[config.mk]
export PLATFORM = sky130hd
export DESIGN_NAME = rgmii_rx_ctrl
export DESIGN_NICKNAME = d
export VERILOG_FILES = /design/src/rtl/rgmii_rx_ctrl.sv
export SDC_FILE = /design/constraint.sdc
export NUM_CORES = 1
export LEC_CHECK = 0
export BUFFER_PORTS_ARGS = -buffer_cell sky130_fd_sc_hd__buf_2
export CAP_MARGIN = 25
export CORE_ASPECT_RATIO = 0.6
export CORE_UTILIZATION = 45
export CTS_BUF_LIST = sky130_fd_sc_hd__clkbuf_8
export CTS_CLUSTER_DIAMETER = 60
export DETAILED_ROUTE_END_ITERATION = 8
export GPL_ROUTABILITY_DRIVEN = 1
export PLACE_DENSITY_LB_ADDON = 0.12
export RECOVER_POWER = 100
export SLEW_MARGIN = 20
export SYNTH_ARGS = -nofsm -noshare
export SYNTH_HDL_FRONTEND = slang
export SYNTH_SLANG_ARGS = --single-unit
[constraint.sdc]
create_clock -name phy_clk -period 2.8 [get_ports phy_clk]
set_input_delay 0.7 -clock phy_clk [delete_from_list [all_inputs] [get_ports phy_clk]]
set_output_delay 0.7 -clock phy_clk [all_outputs]
set_load 0.005 [all_outputs]
[src/rtl/rgmii_rx_ctrl.sv]
// -----------------------------------------------------------------------------
// rgmii_rx_ctrl
//   Receive-side controller behind the RGMII input DDR stage. It rebuilds
//   bytes from rising/falling nibble pairs, strips preamble and SFD, and emits
//   each frame as a byte stream with no backpressure and with last/error
//   marking. It also captures in-band link status from inter-frame idle bytes
//   and keeps saturating frame and error counters.
//
// Ports
//   phy_clk        in   RGMII rx clock, shared with the IDDR stage
//   phy_rst_n      in   asynchronous active-low reset
//   rxd_q1/_q2     in   rising-edge (low) / falling-edge (high) data nibbles
//   rxctl_q1/_q2   in   RX_DV / RX_DV^RX_ER
//   m_axis_*       out  frame byte stream: tdata, tvalid, tlast, tuser (bad frame)
//   link_*         out  in-band link status: up, speed (00/01/10), duplex
//   frame_cnt      out  frames ended with tlast (saturating)
//   err_cnt        out  bad frames plus preamble/SFD/zero-length aborts (saturating)
// -----------------------------------------------------------------------------
module rgmii_rx_ctrl #(
  parameter int MIN_PREAMBLE = 1,
  parameter int MAX_FRAME    = 1522,
  parameter int CNT_WIDTH    = 16
) (
  input  logic                 phy_clk,
  input  logic                 phy_rst_n,
  input  logic [3:0]           rxd_q1,
  input  logic [3:0]           rxd_q2,
  input  logic                 rxctl_q1,
  input  logic                 rxctl_q2,
  output logic [7:0]           m_axis_tdata,
  output logic                 m_axis_tvalid,
  output logic                 m_axis_tlast,
  output logic                 m_axis_tuser,
  output logic                 link_up,
  output logic [1:0]           link_speed,
  output logic                 link_duplex,
  output logic [CNT_WIDTH-1:0] frame_cnt,
  output logic [CNT_WIDTH-1:0] err_cnt
);

  localparam int PRE_W = (MIN_PREAMBLE < 1) ? 1 : $clog2(MIN_PREAMBLE + 1);
  localparam int LEN_W = $clog2(MAX_FRAME + 1);

  typedef enum logic [1:0] {ST_IDLE, ST_PREAMBLE, ST_DATA, ST_DROP} state_t;

  state_t             r_state, w_state_nxt;

  // S1 capture of the DDR pair
  logic [7:0]         r_s1_byte;
  logic               r_s1_dv, r_s1_er;

  // One-byte hold register: a byte is only emitted once we know whether it is last
  logic [7:0]         r_hold,    w_hold_nxt;
  logic               r_held,    w_held_nxt;
  logic               r_bad,     w_bad_nxt;
  logic [LEN_W-1:0]   r_len,     w_len_nxt;
  logic [PRE_W-1:0]   r_pre_cnt, w_pre_nxt;

  logic               w_beat, w_last, w_user, w_err_inc;

  logic [7:0]         r_tdata;
  logic               r_tvalid, r_tlast, r_tuser;
  logic               r_link_up, r_link_duplex;
  logic [1:0]         r_link_speed;
  logic [CNT_WIDTH-1:0] r_frame_cnt, r_err_cnt;

  logic               w_is_pre, w_is_sfd, w_pre_ok, w_len_full;

  assign w_is_pre   = (r_s1_byte == 8'h55);
  assign w_is_sfd   = (r_s1_byte == 8'hD5);
  assign w_pre_ok   = (r_pre_cnt >= PRE_W'(MIN_PREAMBLE));
  assign w_len_full = (r_len == LEN_W'(MAX_FRAME));

  // State register
  // NOTE: sequential state uses non-blocking (<=) so every flop samples pre-edge values.
  always_ff @(posedge phy_clk or negedge phy_rst_n) begin
    if (!phy_rst_n) r_state <= ST_IDLE;
    else            r_state <= w_state_nxt;
  end

  // Next-state logic
  // NOTE: every combinational output gets a default first, so no path infers a latch.
  always_comb begin
    w_state_nxt = r_state;
    unique case (r_state)
      ST_IDLE:     if (r_s1_dv) w_state_nxt = w_is_pre ? ST_PREAMBLE : ST_DROP;
      ST_PREAMBLE: begin
        if (!r_s1_dv)                  w_state_nxt = ST_IDLE;
        else if (w_is_pre)             w_state_nxt = ST_PREAMBLE;
        else if (w_is_sfd && w_pre_ok) w_state_nxt = ST_DATA;
        else                           w_state_nxt = ST_DROP;
      end
      ST_DATA: begin
        if (!r_s1_dv)        w_state_nxt = ST_IDLE;
        else if (w_len_full) w_state_nxt = ST_DROP;  // byte MAX_FRAME+1 truncates
      end
      ST_DROP:     if (!r_s1_dv) w_state_nxt = ST_IDLE;
      default:     w_state_nxt = ST_IDLE;
    endcase
  end

  // Output / datapath-control logic
  always_comb begin
    w_beat     = 1'b0;
    w_last     = 1'b0;
    w_user     = 1'b0;
    w_err_inc  = 1'b0;
    w_hold_nxt = r_hold;
    w_held_nxt = r_held;
    w_bad_nxt  = r_bad;
    w_len_nxt  = r_len;
    w_pre_nxt  = r_pre_cnt;
    unique case (r_state)
      ST_IDLE: begin
        w_held_nxt = 1'b0;
        w_bad_nxt  = 1'b0;
        w_len_nxt  = '0;
        if (r_s1_dv) begin
          if (w_is_pre) w_pre_nxt = PRE_W'(1);
          else          w_err_inc = 1'b1;
        end
      end
      ST_PREAMBLE: begin
        if (!r_s1_dv)                     w_err_inc = 1'b1;
        else if (w_is_pre) begin
          if (!w_pre_ok)                  w_pre_nxt = r_pre_cnt + 1'b1;
        end
        else if (!(w_is_sfd && w_pre_ok)) w_err_inc = 1'b1;
      end
      ST_DATA: begin
        if (!r_s1_dv) begin
          // End of frame: flush the held byte as last, or flag an empty frame
          w_held_nxt = 1'b0;
          if (r_held) begin
            w_beat    = 1'b1;
            w_last    = 1'b1;
            w_user    = r_bad;
            w_err_inc = r_bad;
          end else begin
            w_err_inc = 1'b1;
          end
        end else if (w_len_full) begin
          // Overlength: drop the new byte, close the frame as bad
          w_held_nxt = 1'b0;
          w_beat     = 1'b1;
          w_last     = 1'b1;
          w_user     = 1'b1;
          w_err_inc  = 1'b1;
        end else begin
          w_beat     = r_held;
          w_hold_nxt = r_s1_byte;
          w_held_nxt = 1'b1;
          w_bad_nxt  = r_bad | r_s1_er;
          w_len_nxt  = r_len + 1'b1;
        end
      end
      ST_DROP: ;
      default: ;
    endcase
  end

  // Datapath, stream, status and counter registers
  // NOTE: no memories here; every flop, hold register included, takes the async reset.
  always_ff @(posedge phy_clk or negedge phy_rst_n) begin
    if (!phy_rst_n) begin
      r_s1_byte     <= '0;
      r_s1_dv       <= 1'b0;
      r_s1_er       <= 1'b0;
      r_hold        <= '0;
      r_held        <= 1'b0;
      r_bad         <= 1'b0;
      r_len         <= '0;
      r_pre_cnt     <= '0;
      r_tdata       <= '0;
      r_tvalid      <= 1'b0;
      r_tlast       <= 1'b0;
      r_tuser       <= 1'b0;
      r_link_up     <= 1'b0;
      r_link_speed  <= '0;
      r_link_duplex <= 1'b0;
      r_frame_cnt   <= '0;
      r_err_cnt     <= '0;
    end else begin
      r_s1_byte <= {rxd_q2, rxd_q1};
      r_s1_dv   <= rxctl_q1;
      r_s1_er   <= rxctl_q1 ^ rxctl_q2;
      r_hold    <= w_hold_nxt;
      r_held    <= w_held_nxt;
      r_bad     <= w_bad_nxt;
      r_len     <= w_len_nxt;
      r_pre_cnt <= w_pre_nxt;
      r_tvalid  <= w_beat;
      r_tlast   <= w_last;
      r_tuser   <= w_user;
      r_tdata   <= w_beat ? r_hold : 8'h00;
      // Inter-frame idle bytes carry link status
      if (!r_s1_dv && !r_s1_er) begin
        r_link_up     <= r_s1_byte[0];
        r_link_speed  <= r_s1_byte[2:1];
        r_link_duplex <= r_s1_byte[3];
      end
      if (w_last && !(&r_frame_cnt))  r_frame_cnt <= r_frame_cnt + 1'b1;
      if (w_err_inc && !(&r_err_cnt)) r_err_cnt   <= r_err_cnt + 1'b1;
    end
  end

  assign m_axis_tdata  = r_tdata;
  assign m_axis_tvalid = r_tvalid;
  assign m_axis_tlast  = r_tlast;
  assign m_axis_tuser  = r_tuser;
  assign link_up       = r_link_up;
  assign link_speed    = r_link_speed;
  assign link_duplex   = r_link_duplex;
  assign frame_cnt     = r_frame_cnt;
  assign err_cnt       = r_err_cnt;

endmodule

==> impl_metrics.toml <==
[status]
status = "finished with violations"
violations = "max-capacitance violations, max-slew violations"

[final_layout]
drive_gt1_share_pct = 18.07
antennaDiodeCount = 0
nets = 404
design_area_sq_mm = 0.004093
synthToLayoutAreaGrowth_pct = 16.03

[flow_run]
max_cap_viol_count = 1

[timing]
finalSetupViolCount = 0
max_slew_margin_pct = -27.30
skew_ps = 9.276
hold_slack_ps = 443.9
rsz0062_at_grt = "false"
period_minus_slack_ps = 2416
fin_tns_setup_ps = 0
fmax_mhz = 413.9
final_max_slew_viol_count = 82
hold_viol = 0
final.period_utilization_pct = 86.29
worst_pin_slew_ps = 1909

[route]
post_drt_wl_per_cell_um = 14.23
dr.pass1.iters = 4
drt_iter0_markers = 175
wl_mm = 7.072
viasPerCell = 5.153
drc = 0
num_vias = 2561
postRouteAntennaNets = 0

[floorplanning]
initial_utilization_pct = 47.55
fp-row-count = 24
num_io_pins = 59
chipHeight_um = 70.58
die_area_sq_mm = 0.008208
coreArea_sq_mm = 0.007417
die_w_um = 116.3

[logic_synthesis]
yosys.area_share.simple_pct = 22.31
syn_area_per_cell_sq_um = 10.92
synth_warnings = 0
yosys-top-cells-area = "dfrtp_1, xnor2_1, nand2_1"
synthAdderAreaFrac_pct = 1.419
yosys_register_bits = 81
synth_cells = 323
yosysSeqAreaShare_pct = 57.47
syn-num-nets = 339
synth_xor_area_share_pct = 6.456
synth_compound_area_share_pct = 6.953
async_flop_share_pct = 100.0
syn_area_sq_mm = 0.003527
ys.flop_type = "dfrtp_1"
synth_top_family_by_area = "simple AND/OR/NAND/NOR gates"
synth_top_area_share_pct = 57.47
synthDistinctLibCells = 45
yosys.area.top_type = "dfrtp_1"
synth-edff-count = 0
synthMuxAreaShare_pct = 3.831

[power_and_ir_drop]
power_mw = 2.580
leakagePower_nw = 1.899
vdd.ir_drop.worst_v = 0.0004034
power_density_mw_per_mm2 = 630.5

[clock_network]
cts_made_buffers = 9
clock-sinks = 81
clk_pin_slew_ps = 80
ctsHtreeMaxLevel = 3
cts_tree = "done"
hold_buffers = 0
cts-root-buf = "clkbuf_8"
clk_path_buf_depth = 2
cts_setup_buffers = 0
ctsResizeCount = 0
clk_latency_ps = 360

[placement]
place_congestion = 0.7801
place_area_sq_mm = 0.003954
port-buffer-count = 58
place_hpwl_mm = 4.859

[global_routing]
grt_pass1_wl_mm = 11.79
track_usage_pct = 19.24
grt_overflow = 0
grt_pass1_vias = 2351
antenna_found_initial = 0
grt_max_degree = 82

[min_path]
hold_start = "rxd_q2[2]"
worst_hold_path_type = "in2reg"

[worst_setup_path]
start_kind = "register"
r2r-start = "r_len[0]"
worst_setup_path_end_kind = "register"
cp.arrival_ps = 2660
crit_required_ps = 3050
cp_max_fo = 16
cp-startpoint = "r_len[0]"
worstSetupPathType = "reg2reg"
## sequential cells by signal (all words and copies together), names as in the netlist
signal / count
m_axis_tlast: 1
r_pre_cnt: 1
r_held: 1
r_s1_dv: 1
link_speed: 2
r_hold: 8
r_bad: 1
r_s1_er: 1
link_up: 1
r_s1_byte: 8
err_cnt: 16
m_axis_tuser: 1
m_axis_tdata: 8
r_len: 11
link_duplex: 1
r_state: 2
frame_cnt: 16
m_axis_tvalid: 1
## kinds of logic after synthesis
group           Yosys count
mux                      12
fa+ha+maj                 4
flops                    81
xor+xnor                 26
simple gates            151
buf+inv                  12
compound gates           37
## layout by cell type (no fill, tap or decap), drive strengths merged, types with 3 or more instances in the layout
master | synthesis | routed
ha | 4 | 4
nand2 | 43 | 43
inv | 5 | 7
dfrtp | 81 | 81
nand4 | 16 | 16
buf | 3 | 38
nor2 | 24 | 24
o31ai | 5 | 5
mux2 | 12 | 12
nand3 | 23 | 23
clkinv | 0 | 3
and2 | 11 | 11
o21ai | 14 | 14
nand2b | 4 | 4
xnor2 | 24 | 24
a21oi | 5 | 5
and3 | 12 | 12
nor3 | 6 | 6
clkbuf | 4 | 33
## area by class of cell
cell class	instances	area (sq um)
clock buffers	10	137.6
inverters	5	18.77
clock inverters	6	60.06
well taps	104	130.1
repair buffers	61	281.5
fillers	698	3324
flip-flops and latches	81	2027
multi-input cells	230	1438
## metal layers
| layer | track usage, % | routed length [um] | up-vias |
|---|---|---|---|
| li1 | - | - | 1266 |
| met4 | 5.983 | 88 | 0 |
| met3 | 6.598 | 393 | 8 |
| met1 | 30.64 | 3869 | 1221 |
| met2 | 24.00 | 2721 | 66 |
| met5 | 0 | 0 | - |
## cell usage after synthesis, types with 2 or more instances
cell type,n
a21boi_0,2
a21o_1,2
a21oi_1,5
a31oi_1,2
a41oi_1,2
and2_1,11
and3_1,11
buf_2,2
clkbuf_1,4
dfrtp_1,81
ha_1,4
inv_1,5
mux2_2,11
nand2_1,43
nand2b_1,4
nand3_1,22
nand4_1,16
nor2_1,24
nor2b_1,2
nor3_1,4
nor4_1,2
o21ai_0,14
o31ai_1,4
xnor2_1,24
xor2_1,2
## stage by stage
stage / setup WS [ps] / util, % / cells
after floorplan: 822.5 / - / 323
after global placement: 660.7 / 53.31 / 481
after detailed placement: 638.7 / 53.31 / 481
after CTS: 612.5 / 55.97 / 497
after global routing: 245.2 / 55.18 / 497
final: 384.0 / 55.18 / 497
## critical path, stage by stage (launching register included)
cell	delay, ps
dfrtp_1	420
inv_1	70
ha_1	130
nand3b_1	150
o31ai_1	620
a22o_2	470
nand2_1	150
mux2_2	290
## power by group
part / total, mW / leakage, nW / switching [mW] / internal, mW
combinational: 0.331 / 0.727 / 0.170 / 0.161
sequential: 1.41 / 1.06 / 0.122 / 1.29
clock: 0.842 / 0.109 / 0.411 / 0.431
## worst paths after layout
kind | to | slack (ps) | depth (start not counted)
worst max-delay path | err_cnt[1] | 380 | 7
min in group asynchronous | frame_cnt[15] | 980 | 2
worst max register to register | err_cnt[1] | 380 | 7
worst min register to register | r_hold[6] | 470 | 2
max in group asynchronous | err_cnt[1] | 710 | 2
worst min-delay path | r_s1_byte[6] | 440 | 1
Power figures use the tool's default switching activity.
